==> src/rtl/logic_unit_pipe.sv <==
// Two-stage valid/ready bitwise logic unit (8 ops) with a completed-beat counter.
// Define LOGIC_UNIT_POPCNT_EN to add a registered popcnt output alongside out_res.
module logic_unit_pipe #(
  parameter int WIDTH = 32,
  parameter int CNT_W = 16
) (
  input  logic             clk,
  input  logic             rst_n,
  input  logic             in_valid,
  output logic             in_ready,
  input  logic [WIDTH-1:0] in_a,
  input  logic [WIDTH-1:0] in_b,
  input  logic [2:0]       in_op,
  output logic             out_valid,
  input  logic             out_ready,
  output logic [WIDTH-1:0] out_res,
  output logic             out_zero,
  output logic [CNT_W-1:0] txn_cnt
`ifdef LOGIC_UNIT_POPCNT_EN
  ,
  output logic [$clog2(WIDTH+1)-1:0] popcnt
`endif
);

  typedef enum logic [2:0] {
    OP_AND  = 3'b000,
    OP_OR   = 3'b001,
    OP_XOR  = 3'b010,
    OP_NOR  = 3'b011,
    OP_NAND = 3'b100,
    OP_XNOR = 3'b101,
    OP_ANDN = 3'b110,
    OP_PASS = 3'b111
  } op_e;

  logic             s1_v_q, s1_v_d;
  logic [WIDTH-1:0] s1_a_q, s1_a_d;
  logic [WIDTH-1:0] s1_b_q, s1_b_d;
  logic [2:0]       s1_op_q, s1_op_d;
  logic             s2_v_q, s2_v_d;
  logic [WIDTH-1:0] res_q, res_d;
  logic             zero_q, zero_d;
  logic [CNT_W-1:0] cnt_q, cnt_d;
  logic [WIDTH-1:0] op_res;
  logic             s1_rdy, s2_rdy;

  always_comb begin
    op_res = '0;
    case (op_e'(s1_op_q))
      OP_AND:  op_res = s1_a_q & s1_b_q;
      OP_OR:   op_res = s1_a_q | s1_b_q;
      OP_XOR:  op_res = s1_a_q ^ s1_b_q;
      OP_NOR:  op_res = ~(s1_a_q | s1_b_q);
      OP_NAND: op_res = ~(s1_a_q & s1_b_q);
      OP_XNOR: op_res = ~(s1_a_q ^ s1_b_q);
      OP_ANDN: op_res = s1_a_q & ~s1_b_q;
      OP_PASS: op_res = s1_a_q;
      default: op_res = '0;
    endcase
  end

  // Ready chain runs back from out_ready only; in_valid never feeds in_ready.
  assign s2_rdy   = !s2_v_q || out_ready;
  assign s1_rdy   = !s1_v_q || s2_rdy;
  assign in_ready = s1_rdy;

  always_comb begin
    s1_v_d  = s1_v_q;
    s1_a_d  = s1_a_q;
    s1_b_d  = s1_b_q;
    s1_op_d = s1_op_q;
    s2_v_d  = s2_v_q;
    res_d   = res_q;
    zero_d  = zero_q;
    cnt_d   = cnt_q;
    if (s1_rdy) begin
      s1_v_d = in_valid;
      if (in_valid) begin
        s1_a_d  = in_a;
        s1_b_d  = in_b;
        s1_op_d = in_op;
      end
    end
    // A bubble entering S2 only clears the valid; result data is left as-is.
    if (s2_rdy) begin
      s2_v_d = s1_v_q;
      if (s1_v_q) begin
        res_d  = op_res;
        zero_d = (op_res == '0);
      end
    end
    if (s2_v_q && out_ready) cnt_d = cnt_q + 1'b1;
  end

  always_ff @(posedge clk or negedge rst_n) begin
    if (!rst_n) begin
      s1_v_q  <= 1'b0;
      s1_a_q  <= '0;
      s1_b_q  <= '0;
      s1_op_q <= '0;
      s2_v_q  <= 1'b0;
      res_q   <= '0;
      zero_q  <= 1'b0;
      cnt_q   <= '0;
    end else begin
      s1_v_q  <= s1_v_d;
      s1_a_q  <= s1_a_d;
      s1_b_q  <= s1_b_d;
      s1_op_q <= s1_op_d;
      s2_v_q  <= s2_v_d;
      res_q   <= res_d;
      zero_q  <= zero_d;
      cnt_q   <= cnt_d;
    end
  end

  assign out_valid = s2_v_q;
  assign out_res   = res_q;
  assign out_zero  = zero_q;
  assign txn_cnt   = cnt_q;

`ifdef LOGIC_UNIT_POPCNT_EN
  localparam int PW = $clog2(WIDTH+1);

  logic [PW-1:0] pop_calc;
  logic [PW-1:0] pop_q, pop_d;

  always_comb begin
    pop_calc = '0;
    for (int i = 0; i < WIDTH; i++) pop_calc = pop_calc + PW'(op_res[i]);
  end

  always_comb begin
    pop_d = pop_q;
    if (s2_rdy && s1_v_q) pop_d = pop_calc;
  end

  always_ff @(posedge clk or negedge rst_n) begin
    if (!rst_n) pop_q <= '0;
    else        pop_q <= pop_d;
  end

  assign popcnt = pop_q;
`endif

endmodule

==> config.mk <==
export PLATFORM = sky130hd
export DESIGN_NAME = logic_unit_pipe
export DESIGN_NICKNAME = d
export VERILOG_FILES = /design/src/rtl/logic_unit_pipe.sv
export SDC_FILE = /design/constraint.sdc
export NUM_CORES = 1
export LEC_CHECK = 0
export CAP_MARGIN = 10
export CORE_MARGIN = 2
export CORE_UTILIZATION = 28
export DETAILED_ROUTE_END_ITERATION = 10
export SYNTH_ARGS = -nofsm -noshare
export SYNTH_HDL_FRONTEND = slang
export SYNTH_SLANG_ARGS = --single-unit
==> constraint.sdc <==
create_clock -name clk -period 3.1 [get_ports clk]
set_input_delay 0.465 -clock clk [delete_from_list [all_inputs] [get_ports clk]]
set_output_delay 0.465 -clock clk [all_outputs]
set_load 0.02 [all_outputs]
# Yosys cells after proc, flatten, opt, wreduce, memory -nomap -nowiden
# Index checks and enable logic that the tools add are counted.
[word_totals]
inputBits = 71
elab_cells = 34
out_inout_bits = 51
latchBits = 0
n_memories = 0
regBits = 118
ram_bits = 0
mem_bits_ro = 0
[op_classes]
n_addsub = 1
bitwise_logic = 8
order_cmp = 0
eq_ne = 7
shifts = 0
div = 0
mul = 0
reduce_logical = 9
muxes = 1
[op_table]
columns = ["operator", "n"]
rows = [
  ["$pmux W32 S8", 1],
  ["$not A32 Y32", 4],
  ["$and A32 B32 Y32", 2],
  ["$logic_not A32 Y1", 1],
  ["$or A32 B32 Y32", 1],
  ["$xor A32 B32 Y32", 1],
  ["$add A16 B1 Y16 const B", 1],
  ["$eq A3 B3 Y1 const B", 4],
  ["$eq A3 B2 Y1 const B", 2],
  ["$reduce_and A2 Y1", 2],
  ["$eq A3 B1 Y1 const B", 1],
  ["$logic_not A3 Y1", 1],
  ["$logic_not A1 Y1", 2],
  ["$logic_or A1 B1 Y1", 2],
  ["$logic_and A1 B1 Y1", 1],
]

# Logic depth before layout (Yosys ltp)
[depth]
word_depth = 4
mapped_depth = 10
ltp_nobuf = 8

# Worst setup path before layout
# No wires, ideal clock.
[synth_path]
path_kind = "register to register"
from = "register s1_a_q[30]"
to = "register zero_q, in the netlist out_zero"
stages_incl_launch_ff = 8
slack_ns = 1.035
t_arrival_ns = 1.974
n_path_buf = 0
required_time_ns = 3.008
path_cell_list = "dfrtp_1 -> inv_1 -> ha_1 -> mux2_2 -> mux4_2 -> nor4_1 -> nand4_1 -> o31ai_2"
[synth_via]
elab_chain_cells = 4
word_cells_on_any_way = 9
[synth_rtl]
columns = ["element", "line_no", "text"]
rows = [
  ["from (decl)", "37", "logic [WIDTH-1:0] s1_a_q, s1_a_d;"],
  ["from (signal assigned)", "98", "s1_a_q <= '0;"],
  ["from (signal assigned)", "107", "s1_a_q <= s1_a_d;"],
  ["$xor A32 B32 Y32, or another cell as far along", "52, 55", ""],
  ["$not A32 Y32, on equally long branches", "55, 53, 54", ""],
  ["$pmux W32 S8 (*)", "49", "case (op_e'(s1_op_q))"],
  ["$logic_not A32 Y1 (*)", "89", "zero_d = (op_res == '0);"],
  ["to (signal assigned)", "112", "zero_q <= zero_d;"],
  ["to (decl)", "42", "logic zero_q, zero_d;"],
]
# Every way passes the cells marked *; elsewhere a longest branch is shown, timed or not.
# A chain may end at the register's enable or synchronous reset.

# Final worst setup path
[layout_path]
from = "register s1_op_q[0]"
to = "register zero_q, in the netlist out_zero"
[layout_via]
elab_chain_cells = 3
word_cells_on_any_way = 10
[layout_rtl]
columns = ["element", "line_no", "text"]
rows = [
  ["from (decl)", "39", "logic [2:0] s1_op_q, s1_op_d;"],
  ["from (signal assigned)", "109", "s1_op_q <= s1_op_d;"],
  ["$eq A3 B3 Y1, or another cell as far along", "49", ""],
  ["$pmux W32 S8 (*)", "49", ""],
  ["$logic_not A32 Y1 (*)", "89", ""],
]
# Marks and branches as above.

==> metrics.md <==
| Metric | Value |
|---|---|
| Status | `completed` |
| DRT iter0 DRCs | `252` |
| Final WL | `21000 um` |
| Slew Limit Headroom | `51.6%` |
| Crit end category | `flop` |
| Via count | `5951` |
| TritonCTS Buffers | `17` |
| Post-synth EDFFs | `0` |
| Starting Density | `28.4%` |
| DR DRC count | `0` |
| Wire per inst | `~16 um` |
| Die H | `approximately 170 um` |
| Slew Viols, Final | `0` |
| Yosys reg bits | `118` |
| Post-synthesis sequential area ratio | `36.2%` |
| Nets | `1043` |
| Gp weighted congestion | `0.795` |
| CTS Root Cell | `clkbuf_16` |
| Share of cells above drive strength 1 | `19.7%` |
| Fill cells | `2874` |
| Most frequent cells in the layout | `clkdlybuf4s50_1, dfrtp_1, mux2_2` |
| FF+latch area | `0.00296 mm^2` |
| IO Port Bufs | `121` |
| Buf+Inv Stages, Crit Path | `1` |
| Mapped Avg Cell Area | `around 11 um^2` |
| Crit path max fanout | `41` |
| Post-CTS setup buffer count | `0` |
| Max-capacitance violation count | `0` |
| Worst-skew pair later-pin latency | `420 ps` |
| WS Path Type | `reg -> reg` |
| Cells along the critical path | `buf_12, mux2_4, a22oi_2, o221ai_1, nor4_1, nand4_1, o31ai_2` |
| Total GRT Usage | `14.1%` |
| Area of the mapped netlist | `0.00815 mm^2` |
| Post-Place Setup Slack | `446 ps` |
| CTS Buffer Depth | `2` |
| Final worst-path cycle share | `88.3%` |
| Main synth FF type | `dfrtp_1` |
| Skew final | `7.92 ps` |
| Critical Path AT | `3060 ps` |
| Drt pass-1 iters | `4` |
| Via-to-Cell Ratio | `roughly 4.7` |
| Unrepaired setup endpoints after global routing | `false` |
| Clock Sinks | `between 100 and 150` |
| ANT cells | `0` |
| Slowest CP cell | `dfrtp_4` |
| Async SR Flop Fraction | `100%` |
| Library cells used by synthesis | `53` |
| Die area | `slightly above 0.03 mm^2` |
| Net Count, Synth | `925` |
| Final min period | `2740 ps` |
| Total power | `roughly 6.9 mW` |
| Io pins | `between 100 and 150` |
| Largest net degree at the start of global routing | `62` |
| Setup TNS | `0 ps` |
| Initial antenna violation count | `0` |
| Post-route ant nets | `0` |
| Dpl hpwl | `15500 um` |
| Die width | `175 um` |
| Area grow syn2layout | `27.4%` |
| Grt ovf | `0` |
| Yosys warns | `0` |
| Critical Path Source Type | `flop` |
| Fmax | `0.366 GHz` |
| Min-Delay Path Class | `reg -> reg` |
| Number of global-route vias before repair | `a little over 6k` |
| CP top delay family | `flip-flops` |
| Final hold violation count | `0` |
| Req. time, crit path | `between 3000 and 4000 ps` |
| Post-CTS Resized | `0` |
| CORE AREA | `0.0287 mm^2` |
| CTS HTree Levels | `4` |
| Final setup fails | `0` |
| Reg clk slew, reported paths | `50 ps` |
| CTS tree | `yes` |
| Row count | `62` |
| First-pass GRT wire length | `33300 um` |
| Syn Inst Count | `757` |
| Worst Setup Slack, final | `364 ps` |
| Worst path max stage delay | `just under 800 ps` |
| Layout Utilization | `36.2%` |
| Static leakage | `4.68 nW` |
| VDD IR max | `0.000409 V` |
| Worst Tran Pin Value | `724 ps` |
| Cts hold-fix bufs | `1` |
| Cell Pwr Density | `between 600 and 700 mW/mm^2` |
| Most common cell after layout, fill and taps aside | `clkdlybuf4s50_1` |
| Multi-input gate area | `0.00467 mm^2` |
-- kinds of logic (layout without fill, tap and decap cells) --
group,after synthesis,count (layout),share of synthesized area [%]
buf+inv,113,243,6.49
flops,118,118,36.2
mux,168,168,23.0
xor+xnor,15,15,1.61
compound gates,125,125,10.5
simple gates,121,121,7.29
fa+ha+maj,97,97,14.9
-- registers in the layout, indices dropped and copies added, names as in the netlist --
name,count
s1_v_q,1
out_res,32
txn_cnt,16
s1_a_q,32
s1_b_q,32
out_valid,1
out_zero,1
s1_op_q,3
-- power breakdown --
part / total (mW) / internal, mW / switching, mW
Combinational: 2.63 / 1.32 / 1.32
Sequential: 2.26 / 1.89 / 0.375
Clock: 2.00 / 1.27 / 0.731
Total: 6.90 / 4.48 / 2.42
-- through the flow --
| step | instances | hold WS, ps | cell area, um^2 |
|---|---|---|---|
| after global routing | 1271 | 503 | 10400 |
| after detailed placement | 1239 | 429 | 9800 |
| after CTS | 1271 | 470 | 10400 |
| after global placement | 1239 | 427 | 9800 |
| after floorplan | 757 | 169 | 8150 |
| final | 1271 | 465 | 10400 |
-- cells in the mapped netlist (14+ instances only) --
library cell / n / area (um^2)
a21oi_1: 18 / 90.1
clkbuf_1: 16 / 60.1
mux2i_1: 54 / 541
buf_2: 14 / 70.1
nand2b_1: 15 / 93.8
mux2_2: 106 / 1190
o21ai_0: 34 / 170
dfrtp_1: 118 / 2950
nand2_1: 46 / 173
o22ai_1: 17 / 106
inv_1: 70 / 263
nor2_1: 20 / 75.1
ha_1: 97 / 1210
-- area by class of cell --
cell class,instances,share of cell area (%)
multi-input combinational,526,45.0
clock buffer,21,4.34
sequential,118,28.5
tap,384,4.63
inverter,70,2.53
timing repair buffer,142,13.8
clock inverter,10,1.25
-- final timing paths --
check,from,to,slack (ps),cells past startpoint
max in group asynchronous,rst_n,s1_b_q[25]$_DFFE_PN0P_,1800,3
worst max-delay path,s1_op_q[0]$_DFFE_PN0P_,out_zero$_DFFE_PN0P_,360,7
min in group asynchronous,rst_n,s1_b_q[13]$_DFFE_PN0P_,510,2
worst min register to register,txn_cnt[15]$_DFFE_PN0P_,txn_cnt[15]$_DFFE_PN0P_,470,1
worst max register to register,s1_op_q[0]$_DFFE_PN0P_,out_zero$_DFFE_PN0P_,360,7
worst min-delay path,txn_cnt[15]$_DFFE_PN0P_,txn_cnt[15]$_DFFE_PN0P_,470,1
-- metal layers --
metal / vias up / global-route usage, % / part of all wire [%]
li1: 2915 / - / -
met1: 2917 / 18.8 / 47
met2: 108 / 22.7 / 47
met3: 11 / 3.57 / 4.8
met4: 0 / 3.61 / 0.82
met5: - / 0 / 0
-- worst reg2reg max path: cells and delay by family (launching register included) --
family                 cells  cell delay (ps)
AOI/OAI and AO/OA          3              540
and+or+nand+nor            2              690
DFF                        1              770
muxes                      1              340
buffers and inverters      1              310
(Power assumes the default switching activity.)
